===== src/rtl/sdram_pkg.sv =====
// Shared encodings and default timing for the SDRAM arbiter and controller.
// Imported by the arbiter top and its refresh budget counter.
package sdram_pkg;

    localparam logic [1:0] SEL_PORT_A  = 2'b00;
    localparam logic [1:0] SEL_PORT_B  = 2'b01;
    localparam logic [1:0] SEL_REFRESH = 2'b10;

    typedef enum logic [1:0] {
        ST_IDLE,
        ST_ISSUE,
        ST_BUSY,
        ST_RELEASE
    } arb_state_t;

    localparam int REFRESH_INTERVAL = 390;
    localparam int T_RP             = 3;
    localparam int T_RFC            = 7;

endpackage


===== src/rtl/refresh_budget.sv =====
// Refresh tick generator with a saturating count of owed refreshes
// and a sticky flag for ticks lost at the postpone limit.
module refresh_budget
    import sdram_pkg::*;
#(
    parameter int INTERVAL     = sdram_pkg::REFRESH_INTERVAL,
    parameter int MAX_POSTPONE = 8
) (
    input  logic       CLK,
    input  logic       RESET_n,
    input  logic       dec,
    output logic [3:0] pending,
    output logic       force_refresh,
    output logic       overflow
);

    localparam int CW = (INTERVAL > 1) ? $clog2(INTERVAL) : 1;
    localparam logic [CW-1:0] LAST = CW'(INTERVAL - 1);
    localparam logic [3:0] MAXP = 4'(MAX_POSTPONE);

    if (MAX_POSTPONE < 1 || MAX_POSTPONE > 15) begin : g_bad_postpone
        $error("MAX_POSTPONE must be within 1..15");
    end

    logic [CW-1:0] cnt;
    logic          tick;

    assign tick          = (cnt == LAST);
    assign force_refresh = (pending == MAXP);

    always_ff @(posedge CLK or negedge RESET_n) begin
        if (!RESET_n) begin
            cnt <= '0;
        end else begin
            cnt <= tick ? '0 : cnt + 1'b1;
        end
    end

    // A tick that coincides with a completed refresh cancels out.
    always_ff @(posedge CLK or negedge RESET_n) begin
        if (!RESET_n) begin
            pending  <= '0;
            overflow <= 1'b0;
        end else if (tick && !dec) begin
            if (pending == MAXP) begin
                overflow <= 1'b1;
            end else begin
                pending <= pending + 1'b1;
            end
        end else if (dec && !tick && pending != '0) begin
            pending <= pending - 1'b1;
        end
    end

endmodule


===== src/rtl/sdram_arbiter.sv =====
// Shares one SDRAM controller between port A, port B and refresh,
// sequencing each operation with a start/done handshake.
module sdram_arbiter
    import sdram_pkg::*;
#(
    parameter int REFRESH_INTERVAL = sdram_pkg::REFRESH_INTERVAL,
    parameter int MAX_POSTPONE     = 8,
    parameter int FAIR_LIMIT       = 4
) (
    input  logic       CLK,
    input  logic       RESET_n,
    input  logic       init_done,
    input  logic       a_req,
    output logic       a_gnt,
    input  logic       b_req,
    output logic       b_gnt,
    output logic       ctl_start,
    output logic [1:0] ctl_sel,
    input  logic       ctl_done,
    output logic [3:0] refresh_pending,
    output logic       refresh_overflow
);

    localparam int SW = $clog2(FAIR_LIMIT + 1);
    localparam logic [SW-1:0] FAIR = SW'(FAIR_LIMIT);

    arb_state_t    state_q, state_d;
    logic          a_gnt_d, b_gnt_d;
    logic [1:0]    sel_d;
    logic [SW-1:0] streak, streak_d;
    logic          force_refresh;
    logic          dec;

    assign dec = (state_q == ST_BUSY) && ctl_done
               && (ctl_sel == SEL_REFRESH);

    refresh_budget #(
        .INTERVAL     (REFRESH_INTERVAL),
        .MAX_POSTPONE (MAX_POSTPONE)
    ) u_budget (
        .CLK           (CLK),
        .RESET_n       (RESET_n),
        .dec           (dec),
        .pending       (refresh_pending),
        .force_refresh (force_refresh),
        .overflow      (refresh_overflow)
    );

    assign ctl_start = (state_q == ST_ISSUE);

    always_ff @(posedge CLK or negedge RESET_n) begin
        if (!RESET_n) begin
            state_q <= ST_IDLE;
            a_gnt   <= 1'b0;
            b_gnt   <= 1'b0;
            ctl_sel <= SEL_PORT_A;
            streak  <= '0;
        end else begin
            state_q <= state_d;
            a_gnt   <= a_gnt_d;
            b_gnt   <= b_gnt_d;
            ctl_sel <= sel_d;
            streak  <= streak_d;
        end
    end

    always_comb begin
        state_d  = state_q;
        a_gnt_d  = a_gnt;
        b_gnt_d  = b_gnt;
        sel_d    = ctl_sel;
        streak_d = streak;
        unique case (state_q)
            ST_IDLE: begin
                if (init_done) begin
                    if (force_refresh) begin
                        state_d = ST_ISSUE;
                        sel_d   = SEL_REFRESH;
                    end else if (a_req && b_req && streak == FAIR) begin
                        state_d  = ST_ISSUE;
                        sel_d    = SEL_PORT_B;
                        b_gnt_d  = 1'b1;
                        streak_d = '0;
                    end else if (a_req) begin
                        // Rule above caps the streak, so +1 cannot pass FAIR.
                        state_d  = ST_ISSUE;
                        sel_d    = SEL_PORT_A;
                        a_gnt_d  = 1'b1;
                        streak_d = b_req ? streak + 1'b1 : '0;
                    end else if (b_req) begin
                        state_d  = ST_ISSUE;
                        sel_d    = SEL_PORT_B;
                        b_gnt_d  = 1'b1;
                        streak_d = '0;
                    end else if (refresh_pending != '0) begin
                        state_d = ST_ISSUE;
                        sel_d   = SEL_REFRESH;
                    end
                end
            end
            ST_ISSUE: begin
                state_d = ST_BUSY;
            end
            ST_BUSY: begin
                if (ctl_done) begin
                    state_d = ST_RELEASE;
                end
            end
            ST_RELEASE: begin
                state_d = ST_IDLE;
                a_gnt_d = 1'b0;
                b_gnt_d = 1'b0;
            end
            default: begin
                state_d = ST_IDLE;
            end
        endcase
    end

endmodule


===== config.mk =====
export PLATFORM = sky130hd
export DESIGN_NAME = sdram_arbiter
export DESIGN_NICKNAME = d
export VERILOG_FILES = /design/src/rtl/sdram_pkg.sv /design/src/rtl/refresh_budget.sv /design/src/rtl/sdram_arbiter.sv
export SDC_FILE = /design/constraint.sdc
export NUM_CORES = 1
export LEC_CHECK = 0
export ABC_AREA = 1
export CELL_PAD_IN_SITES_DETAIL_PLACEMENT = 0
export CELL_PAD_IN_SITES_GLOBAL_PLACEMENT = 1
export CORE_ASPECT_RATIO = 1.75
export CORE_MARGIN = 10
export CORE_UTILIZATION = 44
export CTS_CLUSTER_DIAMETER = 100
export CTS_CLUSTER_SIZE = 30
export DETAILED_ROUTE_END_ITERATION = 10
export GPL_TIMING_DRIVEN = 0
export PLACE_DENSITY = 0.92
export SYNTH_ARGS = -nofsm -noshare
export SYNTH_HDL_FRONTEND = slang
export SYNTH_SLANG_ARGS = --single-unit

===== constraint.sdc =====
create_clock -name CLK -period 5.2 [get_ports CLK]
set_input_delay 0.78 -clock CLK [delete_from_list [all_inputs] [get_ports CLK]]
set_output_delay 0.78 -clock CLK [all_outputs]
set_load 0.1 [all_outputs]

* After elaboration in Yosys (flattened, before gate mapping)
Cells that the tools add are included.
** Storage, ports and cells
- Flip-flop bits (word level) :: 23
- Bits of input ports :: 6
- Output and inout bits :: 10
- Word-level logic and storage cells :: 83
** Cells by class
- Add/sub/neg operators :: 4
- Equal/unequal tests :: 16
- Mux-type cells :: 32
- Bitwise logic cells :: 1
- Reductions and logical operators :: 22
** Operators by type and width (number)
- 2-bit two-way mux :: 12
- 3-bit two-way mux :: 4
- 4-bit two-way mux :: 3
- 2-bit inequality test (second input constant) :: 6
- 5-bit AND reduction :: 2
- 9-bit by 1-bit adder with 9-bit output (second input constant) :: 1
- 9-bit == test (second input constant) :: 1
- 1-bit two-way mux :: 9
- 9-bit two-way mux :: 1
- 2-bit case mux with 4 select lines :: 1
- 1-bit logical AND :: 7
- 2-bit == test (second input constant) :: 3
- 3-bit inequality test (second input constant) :: 2
- 6-bit inequality test (second input constant) :: 1
- 3-bit AND reduction :: 2
- 5-bit nonzero test :: 1
- 4-bit by 1-bit adder with 4-bit output (second input constant) :: 1
- 4-bit == test (second input constant) :: 1
- 1-bit case mux with 2 select lines :: 2
- 2-bit AND reduction :: 2
- 4-bit AND reduction :: 1
- 2-bit nonzero test :: 2
- 4-bit nonzero test :: 1
- 4-bit by 1-bit subtractor with 4-bit output (second input constant) :: 1
- other kinds (7) :: 8

* Logic depth before layout (Yosys ltp)
Gate-level depths: netlist of run 1.
- Word-level depth :: 8
- Depth in mapped cells :: 16
- Depth with buffers taken out :: 16

* By module
From an unflattened synthesis of run 1, not the netlist that was laid out.
** Unflattened totals
- Cell total of the unflattened synthesis :: 183
- Area, all modules :: 1448.9 µm²
** Modules (own cells, without submodules)
- refresh_budget :: times used 1, cells an instance 99, area each 800.8 µm²
- sdram_arbiter :: times used 1, cells an instance 84, area each 648.1 µm²

* Worst setup path before layout of run 1
OpenSTA, ideal clock, no wires.
- Path kind :: flip-flop to flip-flop
- Start :: register ctl_sel[0]
- End :: register u_budget.pending[3]
- Setup time :: 122 ps
- Arrival time :: 2149 ps
- Setup slack :: 2929 ps
- Stages on the path, launching flop included :: 13
- Period minus slack after synthesis :: 2271 ps
- Cell sequence :: dfrtp_1 -> inv_1 -> nand4_2 -> nand2_2 -> ha_1 -> nand2_1 -> nand2_1 -> nor2_1 -> inv_1 -> nand2_1 -> nand3_2 -> nand2_1 -> nand2_1
** Between the ends
- Word-level cells in the longest chain between the ends :: 6
- Elaborated cells on any way between the ends :: 10
- Those cells by class :: eq/ne: 2; mux: 1; reduce/logical: 7
** RTL lines
- from (decl) :: line sdram_arbiter.sv:18 : output logic [1:0] ctl_sel,
- from (signal assigned) :: line sdram_arbiter.sv:62 : ctl_sel <= sel_d;
- 2-bit == test (*) :: line sdram_arbiter.sv:35 : && (ctl_sel == SEL_REFRESH);
- 1-bit logical AND (*) :: line sdram_arbiter.sv:35
- 1-bit zero test or 1-bit logical AND (tied branches) :: line refresh_budget.sv:44, refresh_budget.sv:50
- 1-bit logical AND (on tied branches) :: line refresh_budget.sv:44, refresh_budget.sv:50
- 2-bit inequality test (no line) or 2-bit nonzero test (tied branches)
- 2-bit AND reduction (no line)
- to (signal assigned) :: line refresh_budget.sv:48 : pending <= pending + 1'b1;
- to (signal assigned) :: line refresh_budget.sv:51 : pending <= pending - 1'b1;
- to (decl) :: line refresh_budget.sv:12 : output logic [3:0] pending,
Every way passes the cells marked *; elsewhere a longest branch is shown, timed or not.
A chain may end at the register's enable or synchronous reset.

* Worst setup path after layout of run 1
- Start :: register state_q[1]
- End :: output port ctl_start
** Between the ends
- Word-level cells in the longest chain between the ends :: 1
** RTL lines
- from (decl) :: line sdram_arbiter.sv:27 : arb_state_t state_q, state_d;
- from (signal assigned) :: line sdram_arbiter.sv:59 : state_q <= state_d;
- 2-bit by 1-bit == test with 1-bit output :: line sdram_arbiter.sv:49 : assign ctl_start = (state_q == ST_ISSUE);
- to (decl) :: line sdram_arbiter.sv:17 : output logic ctl_start,
No other way between the ends.

==> results of run 1 <==
state kept, by name, summed over array words and instances (netlist names):
signal             count
ctl_sel                2
a_gnt                  1
u_budget.pending       4
streak                 3
u_budget.cnt           9
u_budget.overflow      1
state_q                2
b_gnt                  1
cell families after synthesis:
logic type	Yosys count	share of synthesized area, %
simple gates	82	29.59
flops	23	41.37
compound gates	20	7.825
buf+inv	32	8.633
xor+xnor	2	1.259
fa+ha+maj	12	11.33
cell usage in the layout (no fill, tap or decap), types with 2 or more instances in the layout:
| cell | Yosys | final |
|---|---|---|
| o21ai_1 | 4 | 4 |
| nand3_1 | 6 | 6 |
| clkdlybuf4s50_1 | 0 | 15 |
| nand4_1 | 2 | 2 |
| nand2_4 | 2 | 2 |
| nand2_1 | 41 | 41 |
| nand3_2 | 3 | 3 |
| dfrtp_1 | 23 | 23 |
| nor2_1 | 17 | 17 |
| clkbuf_8 | 0 | 3 |
| xor2_1 | 2 | 2 |
| nor2_2 | 3 | 3 |
| inv_1 | 29 | 29 |
| nand2_2 | 4 | 4 |
| a21oi_1 | 2 | 2 |
| nand4_2 | 2 | 2 |
| inv_2 | 3 | 3 |
| ha_1 | 11 | 11 |
| o21ai_0 | 10 | 10 |
path summary, 6_finish.rpt:
| path | to | depth (start not counted) |
|---|---|---|
| min reg2reg | u_budget.cnt[0]$_DFF_PN0_ | 1 |
| max | ctl_start | 3 |
| max in group asynchronous | b_gnt$_DFFE_PN0P_ | 1 |
| min | u_budget.cnt[0]$_DFF_PN0_ | 1 |
| min in group asynchronous | u_budget.cnt[0]$_DFF_PN0_ | 1 |
| max reg2reg | u_budget.pending[3]$_DFFE_PN0P_ | 13 |
worst register-to-register path, delay by kind of cell (launching register included):
kind	cells	cell delay (ns)
adder cells (fa/ha/maj)	2	0.49
buffers and inverters	2	0.18
flip-flops	1	0.42
AND/OR/NAND/NOR	9	0.85
through the flow:
step	power, mW	std cells
3_3_place_gp	0.8323	229
4_1_cts	0.9652	233
5_1_grt	1.022	233
2_1_floorplan	0.7151	171
3_5_place_dp	0.8527	229
6_report	0.9514	233
layer usage:
metal	up-vias	share of wire (%)
met5	-	0
met4	0	2.0
met3	7	4.6
met2	20	53
met1	512	40
li1	570	-
cell type report:
type	instances	area share [%]
Clock buffer	3	2.515
Clock inverter	1	0.3049
Inverter	32	7.317
Multi-Input combinational cell	116	42.38
Sequential cell	23	35.06
Tap cell	43	3.277
Timing Repair Buffer	15	9.146
power groups by stage:
stage	sequential (mW)	clock (mW)	combinational [mW]
CTS	0.275	0.114	0.576
global placement	0.275	0	0.557
global route	0.283	0.122	0.617
detailed placement	0.279	0	0.574
finish	0.274	0.110	0.568
floorplan	0.496	0	0.219
==> impl_metrics.json, run 1 <==
{
  "wl_per_cell_um": 11.51,
  "post-synth-top-count-cell": "nand2_1",
  "io_buffer_count": 15,
  "fin_crit_ns": 2.866,
  "nets": 209,
  "avgSynthCellArea_um2": 8.136,
  "crit_chain": "inv_1, ha_1, clkdlybuf4s50_1",
  "async_reset_ff_share_pct": 100.0,
  "p_seq_share_pct": 28.8,
  "r2r_setup_slack_ns": 3.14,
  "r2r_start": "state_q[0]$_DFFE_PN0P_",
  "synth_top_area_share_pct": 41.37,
  "post-route-cell-area_mm2": 0.001642,
  "cts_sinks": 23,
  "drt_iter0_drc": 30,
  "htree_levels": 1,
  "antenna_left": 0,
  "area_growth_pct": 17.99,
  "whs_ns": 0.4932,
  "dpl-instance-area_mm2": 0.001595,
  "layout-drive-gt1-share_pct": 12.11,
  "seq_area_frac_synth_pct": 41.37,
  "antenna_cells": 0,
  "hpwlAfterDp_mm": 2.195,
  "multi_input_area_um2": 695.7,
  "hold_start": "u_budget.cnt[0]$_DFF_PN0_",
  "numCtsBuffers": 3,
  "critical_path.max_stage_delay_ns": 1.13,
  "syn_nets": 189,
  "use_met1_pct": 9.360,
  "grt_pass1_wl_mm": 5.009,
  "combPwrFrac_pct": 59.7,
  "required_ns": 4.42,
  "power.leakage_nw": 0.8586,
  "cts_tree": "done",
  "core_mm2": 0.003108,
  "status": "completed",
  "yosysWarnings": 0,
  "synth_seq_cells": 23,
  "rsz0062_at_grt": "no",
  "synthCells": 171,
  "drc": 0,
  "die_area_mm2": 0.005900,
  "io_pins": 16,
  "fin_skew_ns": 0.005976,
  "clkTransAtPathRegs_ns": 0.08,
  "ys.flop_type": "dfrtp_1",
  "slew_headroom_pct": 29.64,
  "crit_path_start": "state_q[1]$_DFFE_PN0P_",
  "first_pass_iters": 4,
  "arrival_ns": 2.09,
  "worstSetupStartpointType": "register",
  "cap_violations": 0,
  "cpMaxStageDelayCell": "clkdlybuf4s50_1",
  "cp-end-kind": "output port",
  "grt_pass1_vias": 1208,
  "hold_violations": 0,
  "cts_buffer_depth": 2,
  "yosys.area.top_type": "dfrtp_1",
  "power.density_mw_per_mm2": 579.6,
  "min_path_type": "register to register",
  "grt.met2_usage_pct": 20.36,
  "netlist_top_cells_count": "nand2_1 (41), inv_1 (29), dfrtp_1 (23), nor2_1 (17), ha_1 (11)",
  "final.period_utilization_pct": 55.12,
  "clkPwrFrac_pct": 11.5,
  "switching_share_pct": 54.92,
  "vias_per_cell": 4.760,
  "finalSetupViolCount": 0,
  "p_sw_uw": 522.5,
  "setup-tns-final_ns": 0,
  "die_w_um": 62.51,
  "root_buffer": "clkbuf_8",
  "globalRouteTotalUtil_pct": 10.24,
  "syn-cell-area_mm2": 0.001391,
  "grt_max_degree": 24,
  "busiest_layer": "met2",
  "ir_drop_v": 0.0003859,
  "start_util_pct": 44.77,
  "fill_cells": 313,
  "drv_slew": 0,
  "path_class": "register to output port",
  "clk_latency_ns": 0.26,
  "cts_setup_buffers": 0,
  "synth-edff-count": 0,
  "place_ws_ns": 2.592,
  "path_delay_family": "buffers and inverters",
  "post-route-util_pct": 52.82,
  "postCtsHoldBufs": 0,
  "gp_congestion": 0.8172,
  "worstMarginPinSlew_ns": 1.052,
  "finalWirelength_mm": 2.681,
  "overflow": 0,
  "fmax_mhz": 348.9,
  "fin_ws_ns": 2.334,
  "crit_buf_inv": 2,
  "synthDistinctLibCells": 24,
  "vias": 1109,
  "seq_area_um2": 575.6,
  "die_height_um": 94.39,
  "worstPathMaxFanout": 4,
  "antenna_found_initial": 0,
  "synth_area_leaders": "dfrtp_1 (41%), nand2_1 (11%), ha_1 (9.9%)",
  "p_int_uw": 428.9,
  "num_rows": 27,
  "gr-usage-met3_pct": 2.844,
  "ctsResizeCount": 0
}
No activity file was read; power rests on OpenSTA's default activity.
==> run 2, diff against run 1 <==
--- a/config.mk
+++ b/config.mk
@@ -10,12 +10,12 @@
 export CELL_PAD_IN_SITES_GLOBAL_PLACEMENT = 1
 export CORE_ASPECT_RATIO = 1.75
 export CORE_MARGIN = 10
-export CORE_UTILIZATION = 44
+export CORE_UTILIZATION = 41
 export CTS_CLUSTER_DIAMETER = 100
 export CTS_CLUSTER_SIZE = 30
 export DETAILED_ROUTE_END_ITERATION = 10
 export GPL_TIMING_DRIVEN = 0
-export PLACE_DENSITY = 0.92
+export PLACE_DENSITY = 0.87
 export SYNTH_ARGS = -nofsm -noshare
 export SYNTH_HDL_FRONTEND = slang
 export SYNTH_SLANG_ARGS = --single-unit
==> constraint.sdc (replaced) <==
create_clock -name CLK -period 2.64 [get_ports CLK]
set_input_delay 0.396 -clock CLK [delete_from_list [all_inputs] [get_ports CLK]]
set_output_delay 0.396 -clock CLK [all_outputs]
set_load 0.1 [all_outputs]
==> run 2 against run 1 <==
  * Combinational power increased by 95%
  * Worst setup slack got worse by 2.2 ns
  * Total power increased by 97%
  * Critical endpoint unchanged
  * Largest power group unchanged
==> impl_metrics.json, run 2 (synthesized netlist as in run 1, its figures left out) <==
{
  "status": "completed",
  "vias": 1124,
  "min_path_type": "register to register",
  "start_util_pct": 41.80,
  "final_common_cell": "nand2_1",
  "fin_crit_ns": 2.469,
  "vias_per_cell": 4.783,
  "antenna_left": 0,
  "layout-drive-gt1-share_pct": 11.58,
  "area_growth_pct": 18.08,
  "cts_buffer_depth": 2,
  "layout_common_cells": "nand2_1 (41), inv_1 (29), dfrtp_1 (23)",
  "cts_setup_buffers": 0,
  "cp-end-kind": "output port",
  "power.density_mw_per_mm2": 1139,
  "grt_pass1_wl_mm": 5.078,
  "p_total_mw": 1.871,
  "htree_levels": 1,
  "path_class": "register to output port",
  "wl_per_cell_um": 11.57,
  "grt_max_degree": 24,
  "num_rows": 28,
  "final.period_utilization_pct": 93.51,
  "die_area_mm2": 0.006215,
  "die_w_um": 64.04,
  "cts_sinks": 23,
  "core_mm2": 0.003328,
  "clk_latency_ns": 0.27,
  "hpwlAfterDp_mm": 2.242,
  "drt_iter0_drc": 15,
  "first_pass_iters": 4,
  "overflow": 0,
  "largestRegisters": "u_budget.cnt: 9 flops, u_budget.pending: 4 flops, streak: 3 flops",
  "gp_congestion": 0.7521,
  "io_pins": 16,
  "drv_slew": 0,
  "ctsResizeCount": 0,
  "grt_pass1_vias": 1179,
  "largest_reg_flops": 9,
  "worstSetupStartpointType": "register",
  "worstMarginPinSlew_ns": 1.058,
  "nets": 209,
  "postCtsHoldBufs": 0,
  "globalRouteTotalUtil_pct": 9.885,
  "finalSetupViolCount": 0,
  "whs_ns": 0.4849,
  "finalWirelength_mm": 2.719,
  "numCtsBuffers": 3,
  "antenna_cells": 0,
  "drc": 0,
  "hold_violations": 0,
  "cap_violations": 0,
  "fin_skew_ns": 0.005731,
  "largest-register": "u_budget.cnt",
  "ir_drop_v": 0.0007951,
  "fmax_mhz": 405.1,
  "setup-tns-final_ns": 0,
  "antenna_found_initial": 0,
  "arrival_ns": 2.07,
  "required_ns": 2.24,
  "worstPathMaxFanout": 4,
  "rsz0062_at_grt": "no",
  "die_height_um": 97.06,
  "power.leakage_nw": 0.8559,
  "crit_chain": "inv_1, ha_1, clkdlybuf4s50_1",
  "slew_headroom_pct": 29.28,
  "cts_tree": "done",
  "cpMaxStageDelayCell": "clkdlybuf4s50_1",
  "fill_cells": 344,
  "multi_input_area_um2": 695.7,
  "io_buffer_count": 15,
  "critical_path.max_stage_delay_ns": 1.13,
  "clkTransAtPathRegs_ns": 0.08,
  "seq_area_um2": 575.6,
  "root_buffer": "clkbuf_8"
}
[run 2: cell count changes in the layout (fill, tap and decap cells not counted)]
cell	before	now
clkinv_2	1	0
clkbuf_1	0	1
[run 2: final cells by class]
type                            count  area share [%]
Multi-Input combinational cell    116           42.35
Clock buffer                        4           2.742
Inverter                           32           7.311
Timing Repair Buffer               15           9.139
Tap cell                           45           3.427
Sequential cell                    23           35.03
[run 2: metrics by stage]
| stage | util (%) | std cells | cell area [µm²] | setup WS [ns] |
|---|---|---|---|---|
| 2_1_floorplan | - | 171 | 1391 | 0.3685 |
| 3_3_place_gp | 48.01 | 231 | 1598 | 0.4223 |
| 3_5_place_dp | 48.01 | 231 | 1598 | 0.3812 |
| 4_1_cts | 49.36 | 235 | 1643 | 0.1437 |
| 5_1_grt | 49.36 | 235 | 1643 | 0.07378 |
| 6_report | 49.36 | 235 | 1643 | 0.1714 |
[run 2: where the power goes]
group	switching, mW	leakage, nW	internal [mW]
sequential	0.0875	0.287	0.451
clock	0.111	0.0228	0.108
combinational	0.827	0.547	0.287
total	1.03	0.856	0.846
[run 2: critical path: cells and delay by family, from the launching register on]
| family | cells | cell delay [ns] |
|---|---|---|
| buffers and inverters | 2 | 1.24 |
| adder cells (fa/ha/maj) | 1 | 0.15 |
| flip-flops | 1 | 0.42 |
[run 2: final timing paths]
check                                               from                         endpoint  slack [ns]  cells after the start
min in group asynchronous                        RESET_n           ctl_sel[0]$_DFFE_PN0P_        0.70                      1
max in group asynchronous                        RESET_n        u_budget.cnt[0]$_DFF_PN0_        1.30                      1
hold reg to reg            u_budget.overflow$_DFFE_PN0P_    u_budget.overflow$_DFFE_PN0P_        0.48                      1
setup reg to reg                  state_q[0]$_DFFE_PN0P_  u_budget.pending[3]$_DFFE_PN0P_        0.49                     13
setup / recovery                  state_q[1]$_DFFE_PN0P_                        ctl_start        0.17                      3
hold / removal             u_budget.overflow$_DFFE_PN0P_    u_budget.overflow$_DFFE_PN0P_        0.48                      1
[run 2: routing by layer]
layer | vias up | global-route usage (%) | share of wire, % | wire length [µm]
li1 | 573 | - | - | -
met4 | 0 | 5.076 | 2.1 | 58
met1 | 534 | 9.644 | 37 | 994
met3 | 5 | 2.079 | 2.9 | 80
met5 | - | 0 | 0 | 0
met2 | 12 | 18.40 | 58 | 1586
